--- src/rtl/id_ex_stage.sv ---
// id_ex_stage: ID/EX register, operand forwarding/select and load-use hazard; `define ID_EX_FORWARDING_EN for MEM/WB forwarding, else stall-until-WB
module id_ex_stage #(
  parameter int DATA_WIDTH     = 32,
  parameter int REG_ADDR_WIDTH = 5
) (
  input  logic                      clk,
  input  logic                      rst,
  input  logic                      valid_d,
  input  logic [DATA_WIDTH-1:0]     rd1_d,
  input  logic [DATA_WIDTH-1:0]     rd2_d,
  input  logic [DATA_WIDTH-1:0]     imm_d,
  input  logic [DATA_WIDTH-1:0]     pc_d,
  input  logic [REG_ADDR_WIDTH-1:0] rs1_d,
  input  logic [REG_ADDR_WIDTH-1:0] rs2_d,
  input  logic [REG_ADDR_WIDTH-1:0] rd_d,
  input  logic [3:0]                alu_control_d,
  input  logic                      alu_src_a_d,
  input  logic                      alu_src_b_d,
  input  logic                      reg_write_d,
  input  logic                      mem_write_d,
  input  logic                      mem_read_d,
  input  logic [1:0]                result_src_d,
  input  logic                      stall_i,
  input  logic                      flush_i,
  input  logic                      reg_write_m,
  input  logic [REG_ADDR_WIDTH-1:0] rd_m,
  input  logic [DATA_WIDTH-1:0]     alu_result_m,
  input  logic                      reg_write_w,
  input  logic [REG_ADDR_WIDTH-1:0] rd_w,
  input  logic [DATA_WIDTH-1:0]     result_w,
  output logic [DATA_WIDTH-1:0]     src_a_e,
  output logic [DATA_WIDTH-1:0]     src_b_e,
  output logic [3:0]                alu_control_e,
  output logic [DATA_WIDTH-1:0]     write_data_e,
  output logic [REG_ADDR_WIDTH-1:0] rd_e,
  output logic [DATA_WIDTH-1:0]     pc_e,
  output logic                      valid_e,
  output logic                      reg_write_e,
  output logic                      mem_write_e,
  output logic                      mem_read_e,
  output logic [1:0]                result_src_e,
  output logic                      hazard_o
);
  typedef struct packed {
    logic                      valid;
    logic                      reg_write;
    logic                      mem_write;
    logic                      mem_read;
    logic                      alu_src_a;
    logic                      alu_src_b;
    logic [1:0]                result_src;
    logic [3:0]                alu_control;
    logic [DATA_WIDTH-1:0]     rd1;
    logic [DATA_WIDTH-1:0]     rd2;
    logic [DATA_WIDTH-1:0]     imm;
    logic [DATA_WIDTH-1:0]     pc;
    logic [REG_ADDR_WIDTH-1:0] rs1;
    logic [REG_ADDR_WIDTH-1:0] rs2;
    logic [REG_ADDR_WIDTH-1:0] rd;
  } e_t;
  e_t                  r_e;
  e_t                  w_d;
  logic [DATA_WIDTH-1:0] w_fwd_a;
  logic [DATA_WIDTH-1:0] w_fwd_b;
  logic                w_hit_e;
  logic                w_hz_extra;
  assign w_d = '{valid: valid_d, reg_write: reg_write_d, mem_write: mem_write_d, mem_read: mem_read_d,
                 alu_src_a: alu_src_a_d, alu_src_b: alu_src_b_d, result_src: result_src_d,
                 alu_control: alu_control_d, rd1: rd1_d, rd2: rd2_d, imm: imm_d, pc: pc_d,
                 rs1: rs1_d, rs2: rs2_d, rd: rd_d};
  // E register: flush beats stall, stall beats the load-use bubble, otherwise capture decode
  always_ff @(posedge clk or posedge rst)
    if (rst) r_e <= '0;
    else if (flush_i || (!stall_i && hazard_o)) r_e <= '0;
    else if (!stall_i) r_e <= w_d;
  assign w_hit_e = valid_d && r_e.rd != '0 && (r_e.rd == rs1_d || r_e.rd == rs2_d);
`ifdef ID_EX_FORWARDING_EN
  assign w_fwd_a = (reg_write_m && rd_m != '0 && rd_m == r_e.rs1) ? alu_result_m :
                   (reg_write_w && rd_w != '0 && rd_w == r_e.rs1) ? result_w : r_e.rd1;
  assign w_fwd_b = (reg_write_m && rd_m != '0 && rd_m == r_e.rs2) ? alu_result_m :
                   (reg_write_w && rd_w != '0 && rd_w == r_e.rs2) ? result_w : r_e.rd2;
  assign w_hz_extra = 1'b0;
`else
  logic w_unused;
  assign w_fwd_a = r_e.rd1;
  assign w_fwd_b = r_e.rd2;
  assign w_hz_extra = (r_e.reg_write && w_hit_e) ||
                      (valid_d && reg_write_m && rd_m != '0 && (rd_m == rs1_d || rd_m == rs2_d));
  assign w_unused = ^{alu_result_m, result_w, reg_write_w, rd_w, r_e.rs1, r_e.rs2};
`endif
  assign hazard_o      = !flush_i && ((r_e.valid && r_e.mem_read && w_hit_e) || w_hz_extra);
  assign src_a_e       = r_e.alu_src_a ? r_e.pc : w_fwd_a;
  assign src_b_e       = r_e.alu_src_b ? r_e.imm : w_fwd_b;
  assign write_data_e  = w_fwd_b;
  assign alu_control_e = r_e.alu_control;
  assign rd_e          = r_e.rd;
  assign pc_e          = r_e.pc;
  assign valid_e       = r_e.valid;
  assign reg_write_e   = r_e.reg_write;
  assign mem_write_e   = r_e.mem_write;
  assign mem_read_e    = r_e.mem_read;
  assign result_src_e  = r_e.result_src;
endmodule

--- config.mk ---
export PLATFORM = sky130hd
export DESIGN_NAME = id_ex_stage
export DESIGN_NICKNAME = d
export VERILOG_FILES = /design/src/rtl/id_ex_stage.sv
export SDC_FILE = /design/constraint.sdc
export NUM_CORES = 1
export LEC_CHECK = 0
export ABC_AREA = 0
export ABC_CLOCK_PERIOD_IN_PS = 7900
export CAP_MARGIN = 20
export CORE_AREA = 2 2 146 148
export DETAILED_ROUTE_END_ITERATION = 10
export DIE_AREA = 0 0 148 150
export PLACE_DENSITY_LB_ADDON = 0.12
export SKIP_LAST_GASP = 1
export SYNTH_ARGS = -nofsm -noshare
export SYNTH_HDL_FRONTEND = slang
export SYNTH_SLANG_ARGS = --single-unit
export TNS_END_PERCENT = 100
--- constraint.sdc ---
create_clock -name clk -period 7.9 [get_ports clk]
set_clock_uncertainty 0.15 [all_clocks]
set_input_delay 2.37 -clock clk [delete_from_list [all_inputs] [get_ports clk]]
set_output_delay 2.37 -clock clk [all_outputs]
set_load 0.005 [all_outputs]
==> impl_metrics.csv, run 1 <==
group,metric,value,unit
status,result_of_the_run,"complete, no violations",
setup_path,worstReg2RegStart,"rd_e[1]",
hold_path,hp-class,"reg2reg",
global_routing,global_route.overflow_total,0,
place,dp_hpwl,15000,um
clock_network,cts-resized-gates,0,
setup_path,critical-path-slowest-cell,"sky130_fd_sc_hd__clkdlybuf4s50_1",
clock_network,tritoncts_clock_tree,"yes",
layout,filler_cell_count,1802,
global_routing,grt_pass1_wl,36600,um
place,port_buffers,308,
synth,post_synth_num_cell_types,22,
floorplan,coreArea,0.0207,mm2
timing,finalHoldViolations,0,
timing,fmaxAchievable,145,MHz
floorplan,std_cell_rows,53,
floorplan,die_area,0.0222,mm2
layout,drive_gt1_share,12.2,%
detailed_routing,drt-vias-per-instance,5.40,
clock_network,holdBufCountCts,0,
clock_network,cts.path.max_buffers,2,
flow_run,max-cap-violations,0,
synth,yosysWarnings,0,
setup_path,critical_path_arrival,4.37,ns
setup_path,timing.critical_path.slowest_cell_delay,0.53,ns
clock_network,cts_setup_buffers,0,
power,p_leak,0.00449,uW
layout,final_net_count,1102,
global_routing,grt_pass1_vias,6547,
power,vdd.ir_drop.worst,0.145,mV
clock_network,tritoncts_num_sinks,145,
setup_path,crit_path_cell_trace,"clkdlybuf4s50_1, or3_1, o311a_1, a22oi_2, nor2_1, clkdlybuf4s50_1",
detailed_routing,dr_total_vias,6241,
floorplan,die_y,150,um
global_routing,grt_start_max_net_pins,97,
place,placement.setup.worst_slack,1.01,ns
timing,slew-limit-headroom,29.6,%
setup_path,cp_common_cell,"sky130_fd_sc_hd__clkdlybuf4s50_1",
setup_path,endpoint_kind,"output pin",
synth,yosysSeqAreaShare,46.4,%
synth,flip_flop_and_latch_count_after_synthesis,145,
detailed_routing,post_drt_wl_per_cell,20.1,um
power,powerDensity,179,mW/mm2
hold_path,hold_depth,1,
timing,finalCriticalPeriod,6.89,ns
synth,avgSynthCellArea,11.6,um2
clock_network,cts.clk_slew.worst_paths,0.06,ns
floorplan,start_util,37.8,%
hold_path,holdPathEnd,"w_fwd_a[31]",
timing,setup-tns-final,0,ns
timing,setup_viol,0,
clock_network,cts_htree_levels,4,
floorplan,dieWidth,148,um
clock_network,ctsRootBufferMaster,"sky130_fd_sc_hd__clkbuf_16",
layout,areaGrowthSynthToFinish,40.8,%
timing,final_min_period_over_clock_period,87.2,%
clock_network,cts_inserted_buffers,17,
detailed_routing,drtIter0Drc,303,
setup_path,timing.reg2reg.worst_path_depth,7,
setup_path,worstPathRequired,5.38,ns
setup_path,critPathMaxFanout,3,
setup_path,crit_path_start_kind,"input pin",
hold_path,min_from,"w_fwd_a[31]",
detailed_routing,dr_drc_count,0,
global_routing,antenna_found_initial,0,
place,finalWeightedCongestion,0.857,
power,p_total,1970,uW
setup_path,worst_r2r_endpoint,"write_data_e[18]",
synth,postSynthNetCount,911,
global_routing,overall_global_routing_resource_usage,20.8,%
floorplan,ioPinCount,379,
timing,timing_worst_slew_pin_value,1.06,ns
setup_path,critical_path_class,"in2out",
detailed_routing,drt-total-wl,23300,um
layout,num_antenna_cells,0,
synth,syn_inst,676,
timing,slew_violations,0,
timing,setup_repair_after_global_routing_missed_its_margin,"no",
timing,timing.final.ws_setup,1.01,ns
detailed_routing,ant_nets,0,
detailed_routing,drtPass1Iterations,5,
setup_path,ff2ff_setup_slack,4.54,ns
clock_network,worstSkewPairLatency,0.41,ns
synth,synth.cell_area,0.00782,mm2
[state kept, by name, indices dropped and copies added, names as in the netlist]
name and cells:
pc_e 32, mem_write_e 1, rd_e 5, mem_read_e 1, write_data_e 32, valid_e 1, w_fwd_a 32, r_e 34
reg_write_e 1, result_src_e 2, alu_control_e 4
[report_power, final]
part / internal, uW / leakage (uW) / total, uW / switching, uW
Combinational: 229 / 0.00228 / 364 / 135
Clock: 465 / 0.000274 / 785 / 320
Sequential: 786 / 0.00193 / 819 / 32.4
[metrics by stage]
stage | instance area [um2] | cells | util [%] | hold WS, ns
floorplan | 7820 | 676 | - | 0.310
global placement | 10400 | 1123 | 50.5 | 0.328
detailed placement | 10400 | 1123 | 50.5 | 0.335
CTS | 11000 | 1155 | 53.3 | 0.349
global route | 11000 | 1155 | 53.3 | 0.358
finish | 11000 | 1155 | 53.3 | 0.348
[critical path: cells and delay by family]
family,cells,cell delay (ns)
and+or+nand+nor,2,0.46
AOI/OAI and AO/OA,2,0.52
buffers and inverters,2,1.01
[Yosys cell counts, drive strengths merged]
cell / number / area share [%]
a21oi: 1 / 0.064
a22oi: 1 / 0.096
a32o: 145 / 19
and2: 135 / 11
buf: 92 / 8.7
clkbuf: 52 / 2.5
dfrtp: 145 / 46
inv: 2 / 0.096
mux2: 64 / 9.2
nand2: 4 / 0.19
nand3: 4 / 0.26
nor2: 3 / 0.14
nor2b: 1 / 0.080
nor3b: 2 / 0.19
o22ai: 2 / 0.16
o311a: 1 / 0.13
or3: 1 / 0.080
or4: 1 / 0.096
xnor2: 20 / 2.2
[cells in the final DEF (no fill, tap or decap), types with 3 or more instances in the layout]
master                            count
sky130_fd_sc_hd__clkdlybuf4s50_1    307
sky130_fd_sc_hd__a32o_1             145
sky130_fd_sc_hd__dfrtp_1            145
sky130_fd_sc_hd__and2_1             135
sky130_fd_sc_hd__mux2_2              64
sky130_fd_sc_hd__xnor2_1             20
sky130_fd_sc_hd__clkbuf_16           17
sky130_fd_sc_hd__buf_4                9
sky130_fd_sc_hd__nand3_1              4
sky130_fd_sc_hd__nand2_1              4
sky130_fd_sc_hd__clkinv_2             4
sky130_fd_sc_hd__inv_6                3
sky130_fd_sc_hd__clkinvlp_4           3
[layer usage]
layer	share of wire [%]	global-route usage [%]
met1	41	26.2
met2	49	34.5
met3	9.0	6.86
met4	1.1	5.19
met5	0	0
[final cells by class]
cell class	instances	area, um2	share of cell area [%]
Clock buffer	19	433	3.93
Timing Repair Buffer	316	3140	28.5
Inverter	2	15.0	0.136
Multi-Input combinational cell	385	3320	30.1
Clock inverter	13	138	1.25
Tap cell	275	344	3.12
Sequential cell	145	3630	32.9
[logic make-up after synthesis]
logic type	after synthesis	synth area share (%)
AO/OA/AOI/OAI	150	19.0
XOR/XNOR	20	2.24
buffers and inverters	146	11.3
flip-flops	145	46.4
multiplexers	64	9.21
AND/OR/NAND/NOR	151	11.8
[worst max path at each step]
stage	start	endpoint	slack, ns
global placement	rd_m[0]	hazard_o	1.00
detailed placement	rd_m[0]	hazard_o	1.01
floorplan	rst	alu_control_e[0]	1.49
CTS	rd_m[0]	hazard_o	0.99
global route	rd_m[0]	hazard_o	0.94
finish	rd_m[0]	hazard_o	1.01
(Power assumes the default switching activity.)
==> run 2: changes to the inputs <==
==> constraint.sdc (replaced) <==
create_clock -name clk -period 7.9 [get_ports clk]
set_clock_uncertainty 0.15 [all_clocks]
set_input_delay 2.37 -clock clk [delete_from_list [all_inputs] [get_ports clk]]
set_output_delay 2.37 -clock clk [all_outputs]
set_load 0.1 [all_outputs]
==> impl_metrics.csv, run 2 (synthesis results as in run 1) <==
group,metric,value,unit
place,placement.cell_area,0.0105,mm2
global_routing,overall_global_routing_resource_usage,20.5,%
setup_path,critical_path_class,"in2out",
detailed_routing,post_drt_wl_per_cell,20.2,um
timing,slew-limit-headroom,27.3,%
timing,setup_viol,0,
floorplan,dieWidth,148,um
setup_path,timing.critical_path.slowest_cell_delay,0.48,ns
layout,num_antenna_cells,0,
timing,finalHoldViolations,0,
global_routing,antenna_found_initial,0,
detailed_routing,dr_drc_count,0,
setup_path,crit_path_cell_trace,"clkdlybuf4s50_1, or3_1, o311a_1, a22oi_2, nor2_1, buf_4",
clock_network,tritoncts_num_sinks,145,
setup_path,endpoint_kind,"output pin",
setup_path,crit_path_start_kind,"input pin",
detailed_routing,drtPass1Iterations,5,
floorplan,die_y,150,um
layout,number_of_flip_flops_in_the_largest_register,34,
timing,timing_worst_slew_pin_value,1.09,ns
floorplan,coreArea,0.0207,mm2
power,powerDensity,208,mW/mm2
layout,final_net_count,1103,
layout,drive_gt1_share,12.3,%
clock_network,cts_inserted_buffers,17,
global_routing,grt_pass1_vias,6376,
clock_network,cts-resized-gates,0,
layout,layout_commonest_cell,"sky130_fd_sc_hd__clkdlybuf4s50_1",
floorplan,die_area,0.0222,mm2
clock_network,tritoncts_clock_tree,"yes",
setup_path,critical_path_arrival,4.10,ns
power,p_leak,0.00449,uW
clock_network,holdBufCountCts,0,
timing,final_min_period_over_clock_period,83.8,%
power,vdd.ir_drop.worst,0.149,mV
clock_network,cts_setup_buffers,0,
setup_path,critical_path.n_buffers_inverters,2,
global_routing,grt_pass1_wl,35900,um
timing,setup-tns-final,0,ns
place,dp_hpwl,15000,um
clock_network,cts.path.max_buffers,2,
global_routing,grt_start_max_net_pins,94,
detailed_routing,drt-vias-per-instance,5.39,
setup_path,critical-path-slowest-cell,"sky130_fd_sc_hd__clkdlybuf4s50_1",
place,finalWeightedCongestion,0.860,
layout,largest_register,"r_e",
global_routing,global_route.overflow_total,0,
floorplan,std_cell_rows,53,
detailed_routing,drt-total-wl,23300,um
layout,postLayoutCellArea,0.0110,mm2
clock_network,worstSkewPairLatency,0.41,ns
clock_network,cts.clk_slew.worst_paths,0.06,ns
setup_path,critPathTopFamily,"buffers and inverters",
status,result_of_the_run,"complete, no violations",
timing,slew_violations,0,
hold_path,hp-class,"reg2reg",
setup_path,critPathMaxFanout,3,
timing,setup_repair_after_global_routing_missed_its_margin,"no",
detailed_routing,drtIter0Drc,340,
timing,fmaxAchievable,151,MHz
timing,finalCriticalPeriod,6.62,ns
setup_path,worstPathRequired,5.38,ns
layout,most-common-layout-cells,"sky130_fd_sc_hd__clkdlybuf4s50_1 (306), sky130_fd_sc_hd__a32o_1 (145), sky130_fd_sc_hd__dfrtp_1 (145)",
place,port_buffers,308,
clock_network,ctsRootBufferMaster,"sky130_fd_sc_hd__clkbuf_16",
flow_run,max-cap-violations,0,
detailed_routing,ant_nets,0,
detailed_routing,dr_total_vias,6215,
clock_network,cts_htree_levels,4,
floorplan,ioPinCount,379,
floorplan,start_util,37.8,%
layout,areaGrowthSynthToFinish,40.6,%
==> run 2: cell count changes in the layout (fill, tap and decap cells not counted), sizes merged <==
cell / before / now
inv: 4 / 2
clkdlybuf4s50: 307 / 306
clkinv: 6 / 8
clkinvlp: 3 / 1
bufinv: 2 / 1
buf: 9 / 11
clkbuf: 19 / 20
==> run 2: path summary, 6_finish.rpt <==
| path | to | start | cells after the start | slack (ns) |
|---|---|---|---|---|
| worst max-delay path | hazard_o | rd_m[0] | 6 | 1.28 |
| worst min-delay path | mem_write_e | mem_write_e | 1 | 0.35 |
| worst min register to register | mem_write_e | mem_write_e | 1 | 0.35 |
| max in group asynchronous | pc_e[23] | rst | 3 | 3.95 |
| min in group asynchronous | pc_e[2] | rst | 2 | 2.35 |
| worst max register to register | pc_e[31] | rd_e[1] | 7 | 4.47 |
==> run 2: layout make-up <==
type	count	area (um2)
clock buffers	20	457
clock inverters	10	88.8
fillers	1837	9690
inverters	2	15.0
multi-input cells	385	3320
flip-flops and latches	145	3630
well taps	275	344
repair buffers	317	3150
==> run 2: per-layer routing <==
metal	part of all wire (%)	GRT usage (%)	vias up
met1	42	26.5	3139
met4	1.9	6.24	0
met5	0	0	-
met3	8.2	6.55	26
met2	48	33.0	235
li1	-	-	2815
==> run 2: stage by stage <==
stage          worst slack [ns]  utilization [%]  std cells  total power (uW)  hold WS, ns
2_1_floorplan             0.963                -        676              1370        0.310
3_3_place_gp               1.27             50.5       1124              1550        0.328
3_5_place_dp               1.24             50.5       1124              1560        0.335
4_1_cts                    1.23             53.2       1154              2320        0.353
5_1_grt                    1.15             53.2       1154              2380        0.356
6_report                   1.28             53.2       1154              2290        0.350
==> run 2: worst register-to-register path, stage by stage (launching register included) <==
cell and delay [ns]:
sky130_fd_sc_hd__dfrtp_1 0.45, sky130_fd_sc_hd__or4_1 0.54, sky130_fd_sc_hd__nor2_1 0.10, sky130_fd_sc_hd__nor3b_1 0.07
sky130_fd_sc_hd__a22oi_2 0.24, sky130_fd_sc_hd__buf_4 0.65, sky130_fd_sc_hd__buf_4 0.79, sky130_fd_sc_hd__a32o_1 0.39
==> run 2: power breakdown <==
part / internal, uW / switching, uW
Clock: 444 / 304
Sequential: 787 / 32.6
Combinational: 229 / 493
Total: 1460 / 830
==> run 3: changes to the inputs <==
--- a/config.mk
+++ b/config.mk
@@ -6,11 +6,11 @@
 export NUM_CORES = 1
 export LEC_CHECK = 0
 export ABC_AREA = 0
-export ABC_CLOCK_PERIOD_IN_PS = 7900
+export ABC_CLOCK_PERIOD_IN_PS = 5700
 export CAP_MARGIN = 20
-export CORE_AREA = 2 2 146 148
+export CORE_MARGIN = 1
+export CORE_UTILIZATION = 37
 export DETAILED_ROUTE_END_ITERATION = 10
-export DIE_AREA = 0 0 148 150
 export PLACE_DENSITY_LB_ADDON = 0.12
 export SKIP_LAST_GASP = 1
 export SYNTH_ARGS = -nofsm -noshare
==> constraint.sdc (replaced) <==
create_clock -name clk -period 5.7 [get_ports clk]
set_clock_uncertainty 0.15 [all_clocks]
set_input_delay 1.71 -clock clk [delete_from_list [all_inputs] [get_ports clk]]
set_output_delay 1.71 -clock clk [all_outputs]
set_load 0.1 [all_outputs]
==> impl_metrics.csv, run 3 (synthesis results as in run 1) <==
group,metric,value,unit
clock_network,worstSkewPairLatency,0.42,ns
global_routing,overall_global_routing_resource_usage,21.1,%
setup_path,critical_path_class,"in2out",
global_routing,grt_start_max_net_pins,109,
global_routing,grt_pass1_wl,36200,um
layout,postLayoutCoreUtil,53.3,%
detailed_routing,post_drt_wl_per_cell,20.0,um
clock_network,cts_setup_buffers,0,
setup_path,critPathMaxFanout,3,
layout,drive_gt1_share,19.9,%
setup_path,worstReg2RegStart,"rd_e[1]",
setup_path,critical-path-slowest-cell,"sky130_fd_sc_hd__clkdlybuf4s50_1",
timing,timing_worst_slew_pin_value,1.04,ns
place,finalWeightedCongestion,0.914,
clock_network,tritoncts_clock_tree,"yes",
setup_path,critical_path.n_buffers_inverters,2,
detailed_routing,drt-total-wl,23000,um
place,port_buffers,308,
clock_network,cts.clk_slew.worst_paths,0.06,ns
detailed_routing,drt-vias-per-instance,5.41,
timing,fmaxAchievable,191,MHz
floorplan,std_cell_rows,52,
clock_network,cts-resized-gates,0,
setup_path,endpoint_kind,"output pin",
detailed_routing,drtPass1Iterations,4,
layout,number_of_flip_flops_in_the_largest_register,34,
power,vdd.ir_drop.worst,0.194,mV
layout,largest_register,"r_e",
layout,layout_commonest_cell,"sky130_fd_sc_hd__clkdlybuf4s50_1",
clock_network,cts_inserted_buffers,17,
setup_path,crit_path_start_kind,"input pin",
timing,setup_repair_after_global_routing_missed_its_margin,"no",
detailed_routing,dr_drc_count,0,
setup_path,timing.critical_path.slowest_cell_delay,0.48,ns
layout,filler_cell_count,1808,
floorplan,dieWidth,147,um
status,result_of_the_run,"complete, no violations",
layout,most-common-layout-cells,"sky130_fd_sc_hd__clkdlybuf4s50_1 (242), sky130_fd_sc_hd__a32o_1 (145), sky130_fd_sc_hd__dfrtp_1 (145)",
setup_path,critical_path_arrival,3.38,ns
timing,slew-limit-headroom,30.6,%
global_routing,antenna_found_initial,0,
timing,slew_violations,0,
power,p_clk_share,32.8,%
floorplan,die_y,147,um
setup_path,critPathTopFamily,"buffers and inverters",
place,dp_hpwl,14800,um
timing,finalCriticalPeriod,5.24,ns
clock_network,tritoncts_num_sinks,145,
timing,final_min_period_over_clock_period,91.9,%
clock_network,cts_htree_levels,4,
clock_network,ctsRootBufferMaster,"sky130_fd_sc_hd__clkbuf_16",
setup_path,worstSetupStartpoint,"rd_m[0]",
setup_path,ff2ff_setup_slack,2.29,ns
hold_path,hp-class,"reg2reg",
timing,setup_viol,0,
power,power.sequential.fraction,35.7,%
hold_path,min_from,"w_fwd_a[31]",
power,powerDensity,290,mW/mm2
power,power.combinational.fraction,31.5,%
power,p_sw,1160,uW
clock_network,holdBufCountCts,0,
floorplan,die_area,0.0217,mm2
setup_path,worstPathRequired,3.84,ns
global_routing,global_route.overflow_total,0,
setup_path,crit_path_cell_trace,"clkdlybuf4s50_1, or3_1, o311a_1, a22oi_2, nor2_1, buf_12",
detailed_routing,drtIter0Drc,355,
global_routing,grt_pass1_vias,6345,
clock_network,cts.path.max_buffers,2,
floorplan,ioPinCount,379,
layout,final_net_count,1108,
power,p_leak,0.00463,uW
flow_run,max-cap-violations,0,
timing,finalHoldViolations,0,
floorplan,start_util,38.2,%
detailed_routing,ant_nets,0,
layout,areaGrowthSynthToFinish,39.5,%
floorplan,coreArea,0.0205,mm2
layout,num_antenna_cells,0,
detailed_routing,dr_total_vias,6243,
power,power.internal,2010,uW
power,swShare,36.7,%
timing,setup-tns-final,0,ns
-- run 3: cell types whose count changed in the layout (fill, tap and decap cells not counted), sizes merged --
cell	delta
clkdlybuf4s50	-64
clkinvlp	+1
buf	+69
clkinv	-1
-- run 3: through the flow --
| stage | cell area, um2 | setup WS (ns) | hold slack [ns] | std cells | total power, uW |
|---|---|---|---|---|---|
| detailed placement | 10300 | 0.453 | 0.329 | 1122 | 2150 |
| floorplan | 7830 | 0.0832 | 0.310 | 676 | 1900 |
| finish | 10900 | 0.463 | 0.342 | 1154 | 3170 |
| CTS | 10900 | 0.434 | 0.341 | 1152 | 3200 |
| global route | 10900 | 0.369 | 0.356 | 1154 | 3300 |
| global placement | 10300 | 0.430 | 0.326 | 1122 | 2140 |
-- run 3: cell type report --
cell class / count / area [um2] / share of cell area, %
clock inverter: 10 / 88.8 / 0.814
clock buffer: 20 / 447 / 4.09
multi-input combinational: 385 / 3320 / 30.4
sequential: 145 / 3630 / 33.2
inverter: 2 / 13.8 / 0.126
timing repair buffer: 322 / 3080 / 28.2
tap: 270 / 338 / 3.09
-- run 3: metal layers --
layer	GRT usage, %	vias up	wire, um
li1	-	2831	-
met1	27.6	3154	10100
met2	34.0	239	11000
met3	6.45	19	1670
met4	5.67	0	297
met5	0	-	0
-- run 3: final timing paths --
check                                   end  depth (start not counted)
worst max-delay path               hazard_o                          6
worst min-delay path            w_fwd_a[31]                          1
worst max register to register      valid_e                          7
worst min register to register  w_fwd_a[31]                          1
max in group asynchronous          pc_e[29]                          4
min in group asynchronous           r_e[53]                          2
-- run 3: power by group through the flow --
| stage | clock [uW] | combinational, uW | sequential (uW) |
|---|---|---|---|
| global route | 1120 | 1030 | 1140 |
| floorplan | 0 | 749 | 1150 |
| CTS | 1070 | 1000 | 1130 |
| finish | 1040 | 998 | 1130 |
| detailed placement | 0 | 997 | 1150 |
| global placement | 0 | 992 | 1150 |
